===== config.mk =====
export PLATFORM = sky130hd
export DESIGN_NAME = acc_cpu_core
export DESIGN_NICKNAME = d
export VERILOG_FILES = /design/src/rtl/acc_cpu_core.sv
export SDC_FILE = /design/constraint.sdc
export NUM_CORES = 1
export LEC_CHECK = 0
export CORE_UTILIZATION = 50
export DETAILED_ROUTE_END_ITERATION = 6
export PLACE_DENSITY = 0.68
export SYNTH_ARGS = -nofsm -noshare
export SYNTH_HDL_FRONTEND = slang
export SYNTH_SLANG_ARGS = --single-unit

===== constraint.sdc =====
create_clock -name clk -period 4.4 [get_ports clk]
set_input_delay 0.44 -clock clk [delete_from_list [all_inputs] [get_ports clk]]
set_output_delay 0.44 -clock clk [all_outputs]
set_load 0.02 [all_outputs]

===== src/rtl/acc_cpu_core.sv =====
// Multi-cycle accumulator CPU core: req/ack instruction fetch, register file,
// bounded return stack, zero/carry branches, halt and stack-fault reporting.
module acc_cpu_core #(
  parameter int unsigned DATA_W      = 8,
  parameter int unsigned NREGS       = 8,
  parameter int unsigned ADDR_W      = 8,
  parameter int unsigned STACK_DEPTH = 4
) (
  input  logic                     clk,
  input  logic                     rst,
  output logic                     imem_req,
  output logic [ADDR_W-1:0]        imem_addr,
  input  logic [DATA_W+3:0]        imem_rdata,
  input  logic                     imem_ack,
  input  logic [$clog2(NREGS)-1:0] dbg_reg_addr,
  output logic [DATA_W-1:0]        dbg_reg_data,
  output logic [DATA_W-1:0]        acc,
  output logic                     cy,
  output logic [ADDR_W-1:0]        pc,
  output logic                     halted,
  output logic                     fault
);

  localparam int unsigned RW  = $clog2(NREGS);
  localparam int unsigned SPW = $clog2(STACK_DEPTH + 1);
  localparam int unsigned SIW = (STACK_DEPTH > 1) ? $clog2(STACK_DEPTH) : 1;

  typedef enum logic [1:0] {S_FETCH, S_EXEC, S_HALT} state_e;
  typedef enum logic [3:0] {
    OP_NOP, OP_LDI, OP_LD, OP_ST, OP_ADD, OP_ADDI, OP_SUB, OP_AND,
    OP_OR, OP_XOR, OP_JMP, OP_JC, OP_JZ, OP_CALL, OP_RET, OP_HLT
  } op_e;

  state_e              state_q, state_d;
  logic [DATA_W+3:0]   ir_q, ir_d;
  logic [ADDR_W-1:0]   pc_q, pc_d;
  logic [DATA_W-1:0]   acc_q, acc_d;
  logic                cy_q, cy_d;
  logic                halted_q, halted_d;
  logic                fault_q, fault_d;
  logic [DATA_W-1:0]   regs_q [NREGS];
  logic [DATA_W-1:0]   regs_d [NREGS];
  logic [ADDR_W-1:0]   stack_q [STACK_DEPTH];
  logic [ADDR_W-1:0]   stack_d [STACK_DEPTH];
  logic [SPW-1:0]      sp_q, sp_d;

  op_e                 op;
  logic [DATA_W-1:0]   arg, rval, addend;
  logic [RW-1:0]       ridx;
  logic [ADDR_W-1:0]   tgt, pc_inc;
  logic [DATA_W:0]     sum;
  logic [SPW-1:0]      sp_dec;
  logic [SIW-1:0]      push_idx, pop_idx;

  assign op       = op_e'(ir_q[DATA_W+3:DATA_W]);
  assign arg      = ir_q[DATA_W-1:0];
  assign ridx     = arg[RW-1:0];
  assign tgt      = arg[ADDR_W-1:0];
  assign rval     = regs_q[ridx];
  assign pc_inc   = pc_q + ADDR_W'(1);
  assign addend   = (op == OP_ADDI) ? arg : rval;
  assign sum      = {1'b0, acc_q} + {1'b0, addend};
  // sp is one bit wider than the stack index so "full" is representable
  assign sp_dec   = sp_q - SPW'(1);
  assign push_idx = sp_q[SIW-1:0];
  assign pop_idx  = sp_dec[SIW-1:0];

  always_comb begin
    state_d  = state_q;
    ir_d     = ir_q;
    pc_d     = pc_q;
    acc_d    = acc_q;
    cy_d     = cy_q;
    halted_d = halted_q;
    fault_d  = fault_q;
    regs_d   = regs_q;
    stack_d  = stack_q;
    sp_d     = sp_q;
    imem_req = 1'b0;
    case (state_q)
      S_FETCH: begin
        imem_req = 1'b1;
        if (imem_ack) begin
          ir_d    = imem_rdata;
          state_d = S_EXEC;
        end
      end
      S_EXEC: begin
        state_d = S_FETCH;
        pc_d    = pc_inc;
        case (op)
          OP_LDI:  acc_d = arg;
          OP_LD:   acc_d = rval;
          OP_ST:   regs_d[ridx] = acc_q;
          OP_ADD,
          OP_ADDI: {cy_d, acc_d} = sum;
          OP_SUB: begin
            acc_d = acc_q - rval;
            cy_d  = (acc_q < rval);
          end
          OP_AND:  acc_d = acc_q & rval;
          OP_OR:   acc_d = acc_q | rval;
          OP_XOR:  acc_d = acc_q ^ rval;
          OP_JMP:  pc_d = tgt;
          OP_JC:   if (cy_q) pc_d = tgt;
          OP_JZ:   if (acc_q == '0) pc_d = tgt;
          OP_CALL: begin
            if (sp_q == SPW'(STACK_DEPTH)) begin
              pc_d     = pc_q;
              fault_d  = 1'b1;
              halted_d = 1'b1;
              state_d  = S_HALT;
            end else begin
              stack_d[push_idx] = pc_inc;
              sp_d              = sp_q + SPW'(1);
              pc_d              = tgt;
            end
          end
          OP_RET: begin
            if (sp_q == '0) begin
              pc_d     = pc_q;
              fault_d  = 1'b1;
              halted_d = 1'b1;
              state_d  = S_HALT;
            end else begin
              pc_d = stack_q[pop_idx];
              sp_d = sp_dec;
            end
          end
          OP_HLT: begin
            pc_d     = pc_q;
            halted_d = 1'b1;
            state_d  = S_HALT;
          end
          default: ;
        endcase
      end
      S_HALT: ;
      default: state_d = S_FETCH;
    endcase
  end

  always_ff @(posedge clk) begin
    if (rst) begin
      state_q  <= S_FETCH;
      ir_q     <= '0;
      pc_q     <= '0;
      acc_q    <= '0;
      cy_q     <= 1'b0;
      halted_q <= 1'b0;
      fault_q  <= 1'b0;
      sp_q     <= '0;
      for (int unsigned i = 0; i < NREGS; i++) regs_q[i] <= '0;
    end else begin
      state_q  <= state_d;
      ir_q     <= ir_d;
      pc_q     <= pc_d;
      acc_q    <= acc_d;
      cy_q     <= cy_d;
      halted_q <= halted_d;
      fault_q  <= fault_d;
      sp_q     <= sp_d;
      regs_q   <= regs_d;
      stack_q  <= stack_d;
    end
  end

  assign imem_addr    = pc_q;
  assign pc           = pc_q;
  assign acc          = acc_q;
  assign cy           = cy_q;
  assign halted       = halted_q;
  assign fault        = fault_q;
  assign dbg_reg_data = regs_q[dbg_reg_addr];

endmodule


======== Yosys cells after proc, flatten, opt, wreduce, memory -nomap -nowiden ========
Index checks and enable logic that the tools add are counted.
operators by class
  add/subtract/negate cells ............... 5
  magnitude comparators ................... 7
  equality and inequality tests ........... 23
  muxes and demuxes ....................... 36
  bitwise logic cells ..................... 11
  reduce and logical (&&, ||, !) cells .... 20
operator list
  operator                                              number
  two-way mux 8 bit                                     13
  bitwise mux 64 bit                                    1
  case mux 8 bit (7 select lines)                       1
  binary-select mux 8 bit (select 3 bit)                2
  case mux 8 bit (6 select lines)                       1
  bitwise mux 32 bit                                    1
  equality test 4 bit (second input constant)           8
  demux 8 bit (select 3 bit)                            1
  AND reduction 4 bit                                   5
  binary-select mux 8 bit (select 2 bit)                1
  demux 8 bit (select 2 bit)                            1
  equality test 4 x 3 -> 1 bit (second input constant)  4
  case mux 2 bit (3 select lines)                       2
  inequality test 2 bit (second input constant)         5
  AND reduction 2 bit                                   5
  adder 8 x 8 -> 9 bit                                  1
  adder 8 x 1 -> 8 bit (second input constant)          1
  AND 8 bit                                             1
  equality test 4 x 2 -> 1 bit (second input constant)  2
  >= comparator 4 bit (second input constant)           2
  zero test 8 bit                                       1
  < comparator 8 bit                                    1
  NOT 3 -> 4 bit                                        2
  bitwise OR 8 bit                                      1
  26 further kinds                                      39
storage, ports and cells
  bits in registers ....................... 132
  output and inout port bits .............. 36
  logic and storage cells ................. 122

======== Longest topological paths before layout ========
  depth after elaboration ................. 7
  gate-level depth with buffers ........... 16
  depth with buffers taken out ............ 14

======== Worst setup path before layout ========
Ideal clock, no wire load.
  path type ............................... reg-to-reg
  start ................................... register ir_q[1]
  end ..................................... register acc_q[7] (netlist: acc[7])
  library setup time ...................... 0.134 ns
  data arrival time ....................... 3.162 ns
  data required time ...................... 4.266 ns
  slack ................................... 1.104 ns
  cell stages (with the launch flop) ...... 14
  path buffers ............................ 2
  period minus slack after synthesis ...... 3.296 ns
  cell sequence ........................... dfxtp_1 buf_4 buf_2 mux4_2 mux2i_1 nand2_1 o21ai_0 inv_1 ha_1 a211oi_1 nor3_1 mux2i_1 a2111oi_0 a21oi_1
on the way
  word-level cells in the longest chain between the ends .. 7
  elaborated cells between the ends (all ways) .. 11
  classes of those cells .................. 2 x add/sub; 5 x mux; 4 x bitwise
ends and longest elaborated chain
  item                                                  line  text
  start, declared                                       35    logic [DATA_W+3:0] ir_q, ir_d;
  start signal, assigned                                156   ir_q <= ir_d;
  NOT 3 -> 4 bit (implied by the code)                  59    assign rval = regs_q[ridx];
  binary-select mux 8 bit (select 3 bit)                59
  two-way mux 8 bit (implied by the code) (2 in a row)  59
  two-way mux 8 bit                                     61    assign addend = (op == OP_ADDI) ? arg : rval;
  adder 8 x 8 -> 9 bit                                  62    assign sum = {1'b0, acc_q} + {1'b0, addend};
  case mux 8 bit (7 select lines) (*)                   91    case (op)
  end signal, assigned                                  148   acc_q <= '0;
  end signal, assigned                                  158   acc_q <= acc_d;
  end, declared                                         37    logic [DATA_W-1:0] acc_q, acc_d;
Every way passes the cells marked *; elsewhere a longest branch is shown, timed or not. The select of a mux whose other input is x is not followed.
A chain may end at the register's enable or synchronous reset.

======== Worst setup path in the final report ========
Ends and elaborated chain as after synthesis.

==> flow_metrics.env <==
export IMPL_cts_buffers=17
export IMPL_maxCapViolations=0
export IMPL_wl_met3_um=1750
export IMPL_grt_pass1_vias=6515
export IMPL_antenna_found_initial=0
export IMPL_wl_um=22920
export IMPL_grt_pass1_wl_um=35890
export IMPL_avgSynthCellArea_um2=9.233
export IMPL_slowest_stage="dfxtp_1"
export IMPL_drt_met1_wl_um=9783
export IMPL_path_class="flip-flop to flip-flop"
export IMPL_worst_path_buf_inv=2
export IMPL_drc_errors=0
export IMPL_areaGrowthSynthToFinish_pct=16.37
export IMPL_setup_viol=0
export IMPL_cpMostUsedCell="a21oi_1"
export IMPL_start_kind="flip-flop"
export IMPL_global_route_usage_total=0.2911
export IMPL_synth_area_mm2=0.007931
export IMPL_critPathMaxStageDelay_ns=0.79
export IMPL_highest_layer="met4"
export IMPL_syn_nets=920
export IMPL_max_freq_mhz=264.3
export IMPL_worst_path_max_fanout=20
export IMPL_wire_per_inst_um=20.61
export IMPL_tightest_slew_ns=1.028
export IMPL_post_cts_buffers=0
export IMPL_skew_ns=0.01486
export IMPL_hold_viol=0
export IMPL_cts_buffer_depth=2
export IMPL_nets=949
export IMPL_period_minus_slack_ns=3.783
export IMPL_hold_path_class="flip-flop to flip-flop"
export IMPL_leakagePower_uw=0.003270
export IMPL_gp_congestion=0.8985
export IMPL_slew_headroom=0.3073
export IMPL_ctsRootBufferMaster="clkbuf_16"
export IMPL_critPathArrivalTime_ns=4.07
export IMPL_rows=45
export IMPL_cts_sinks=132
export IMPL_grt_max_degree=90
export IMPL_p_per_area_mw_per_mm2=341.7
export IMPL_crit_family="compound AO/OA/AOI/OAI gates"
export IMPL_initial_core_util=0.5179
export IMPL_grt_ovfl_total=0
export IMPL_finalWorstSetupSlack_ns=0.6165
export IMPL_pre_cts_slack_ns=0.6732
export IMPL_vias=6856
export IMPL_numPortBuffers=53
export IMPL_synth_seq_area_share=0.3736
export IMPL_period_share=0.8599
export IMPL_rsz0062_at_grt="false"
export IMPL_postCtsResizedCells=0
export IMPL_die_area_mm2=0.01637
export IMPL_ctsHtreeMaxLevel=4
export IMPL_insertion_delay_ns=0.43
export IMPL_synth_seq_cells=132
export IMPL_status="finished clean"
export IMPL_avgViaCountPerCell=6.165
export IMPL_power_uw=3154
export IMPL_yosysWarnings=0
export IMPL_synth_edff_count=32
export IMPL_postCtsHoldBufs=0
export IMPL_dp_hpwl_um=15970
export IMPL_end_kind="flip-flop"
export IMPL_cts_tree="done"
export IMPL_wl_met2_um=10870
export IMPL_ant_nets=0
export IMPL_die_height_um=127.9
export IMPL_ios=54
export IMPL_drt_iter0_drc=719
export IMPL_ys_types=67
export IMPL_die_width_um=127.9
export IMPL_crit_required_ns=4.69
export IMPL_n_antenna_cell=0
export IMPL_path_clk_slew_ns=0.06
export IMPL_async_reset_ff_frac=0
export IMPL_core_area_mm2=0.01531
export IMPL_tns_ns=0
export IMPL_drv_slew=0
export IMPL_first_pass_iters=6
export IMPL_syn_inst=859
export IMPL_drive_gt1_frac=0.1276
export IMPL_synth_main_ff_cell="dfxtp_1"
export IMPL_path_cells="buf_4 > mux4_2 > mux2i_1 > buf_4 > a21oi_1 > ha_1 > or3b_2 > a21oi_1 > a2111oi_0 > o21ai_0 > a2111oi_0 > a21oi_1"
export IMPL_ir_drop_uv=362.0
[where the power goes]
group          internal, uW  switching [uW]  leakage (uW)
Sequential             1260            41.6       0.00111
Clock                   959             575      0.000297
Combinational           127             194       0.00187
Total                  2340             810       0.00327
[registers in the layout, summed over array words and instances, names as in the netlist]
signal	cells
stack_q	32
halted	1
cy	1
sp_q	3
imem_addr	8
state_q	2
fault	1
acc	8
regs_q	64
ir_q	12
[cells in the final DEF, fill, tap and decap left out, types with 12 or more instances in the layout]
master / n
nor2_1: 100
buf_4: 26
o21ai_0: 30
nand2_1: 80
clkdlybuf4s50_1: 52
nor3_1: 14
nand3_1: 35
a221oi_1: 13
inv_1: 32
a21oi_1: 87
mux4_2: 32
clkbuf_16: 17
ha_1: 41
edfxtp_1: 32
dfxtp_1: 100
mux2i_1: 47
mux2_2: 12
[path summary, 6_finish.rpt]
kind / slack (ns) / endpoint / cells after the start / startpoint
worst min-delay path: 0.47 / regs_q[9] / 2 / regs_q[9]
worst min register to register: 0.47 / regs_q[9] / 2 / regs_q[9]
worst max-delay path: 0.62 / acc[7] / 12 / ir_q[1]
worst max register to register: 0.62 / acc[7] / 12 / ir_q[1]
[tightest hold or removal path, stage by stage (launching register included)]
cell and delay (ns):
dfxtp_1 0.32, nand2_1 0.05, a21oi_1 0.05
[routing by layer]
metal | GRT usage | vias up
met5 | 0 | -
met4 | 0.09550 | 0
met3 | 0.05885 | 50
met2 | 0.4757 | 340
met1 | 0.3864 | 3313
li1 | - | 3153
[cell type report]
cell class / count / area (um^2)
Clock buffer: 19 / 432.9
Sequential cell: 132 / 2963
Timing Repair Buffer: 79 / 720.7
Inverter: 32 / 120.1
Tap cell: 211 / 264.0
Clock inverter: 13 / 197.7
Multi-Input combinational cell: 626 / 4532
Fill cell: 1324 / 6085
[Yosys cell counts, types with 5 or more instances]
| library cell | instances | area, um^2 |
|---|---|---|
| buf_1 | 5 | 18.77 |
| nor2b_1 | 11 | 68.82 |
| edfxtp_1 | 32 | 960.9 |
| nor2_1 | 100 | 375.4 |
| o211ai_1 | 5 | 37.54 |
| inv_1 | 32 | 120.1 |
| a211oi_1 | 7 | 52.55 |
| a22oi_1 | 6 | 45.04 |
| a221oi_1 | 13 | 113.9 |
| nand2b_1 | 10 | 62.56 |
| xnor2_1 | 8 | 70.07 |
| ha_1 | 41 | 513.0 |
| buf_4 | 12 | 90.09 |
| clkbuf_1 | 42 | 157.7 |
| a21oi_1 | 87 | 435.4 |
| mux2i_1 | 47 | 470.5 |
| buf_2 | 10 | 50.05 |
| and2_1 | 5 | 31.28 |
| nor4_1 | 6 | 37.54 |
| mux4_2 | 32 | 720.7 |
| nor3_1 | 14 | 70.07 |
| dfxtp_1 | 100 | 2002 |
| nand3_1 | 35 | 175.2 |
| mux2_2 | 12 | 135.1 |
| o21ai_0 | 30 | 150.1 |
| nand2_1 | 80 | 300.3 |
[logic make-up (layout without fill, tap and decap cells)]
logic type,count (synthesis),in the layout,share of synthesized area
xor+xnor,12,12,0.01325
buf+inv,101,143,0.05506
mux,91,91,0.1672
simple gates,292,292,0.1742
fa+ha+maj,43,43,0.06973
flops,132,132,0.3736
compound gates,188,188,0.1470
[per-stage QoR]
step,utilization,hold slack (ns),instances,instance area [um^2]
after floorplan,-,0.4419,859,7931
after global placement,0.5615,0.4536,1080,8600
after detailed placement,0.5615,0.4635,1080,8600
after CTS,0.6027,0.4713,1112,9230
after global routing,0.6027,0.5003,1112,9230
final,0.6027,0.4723,1112,9230
Power figures use the tool's default switching activity.
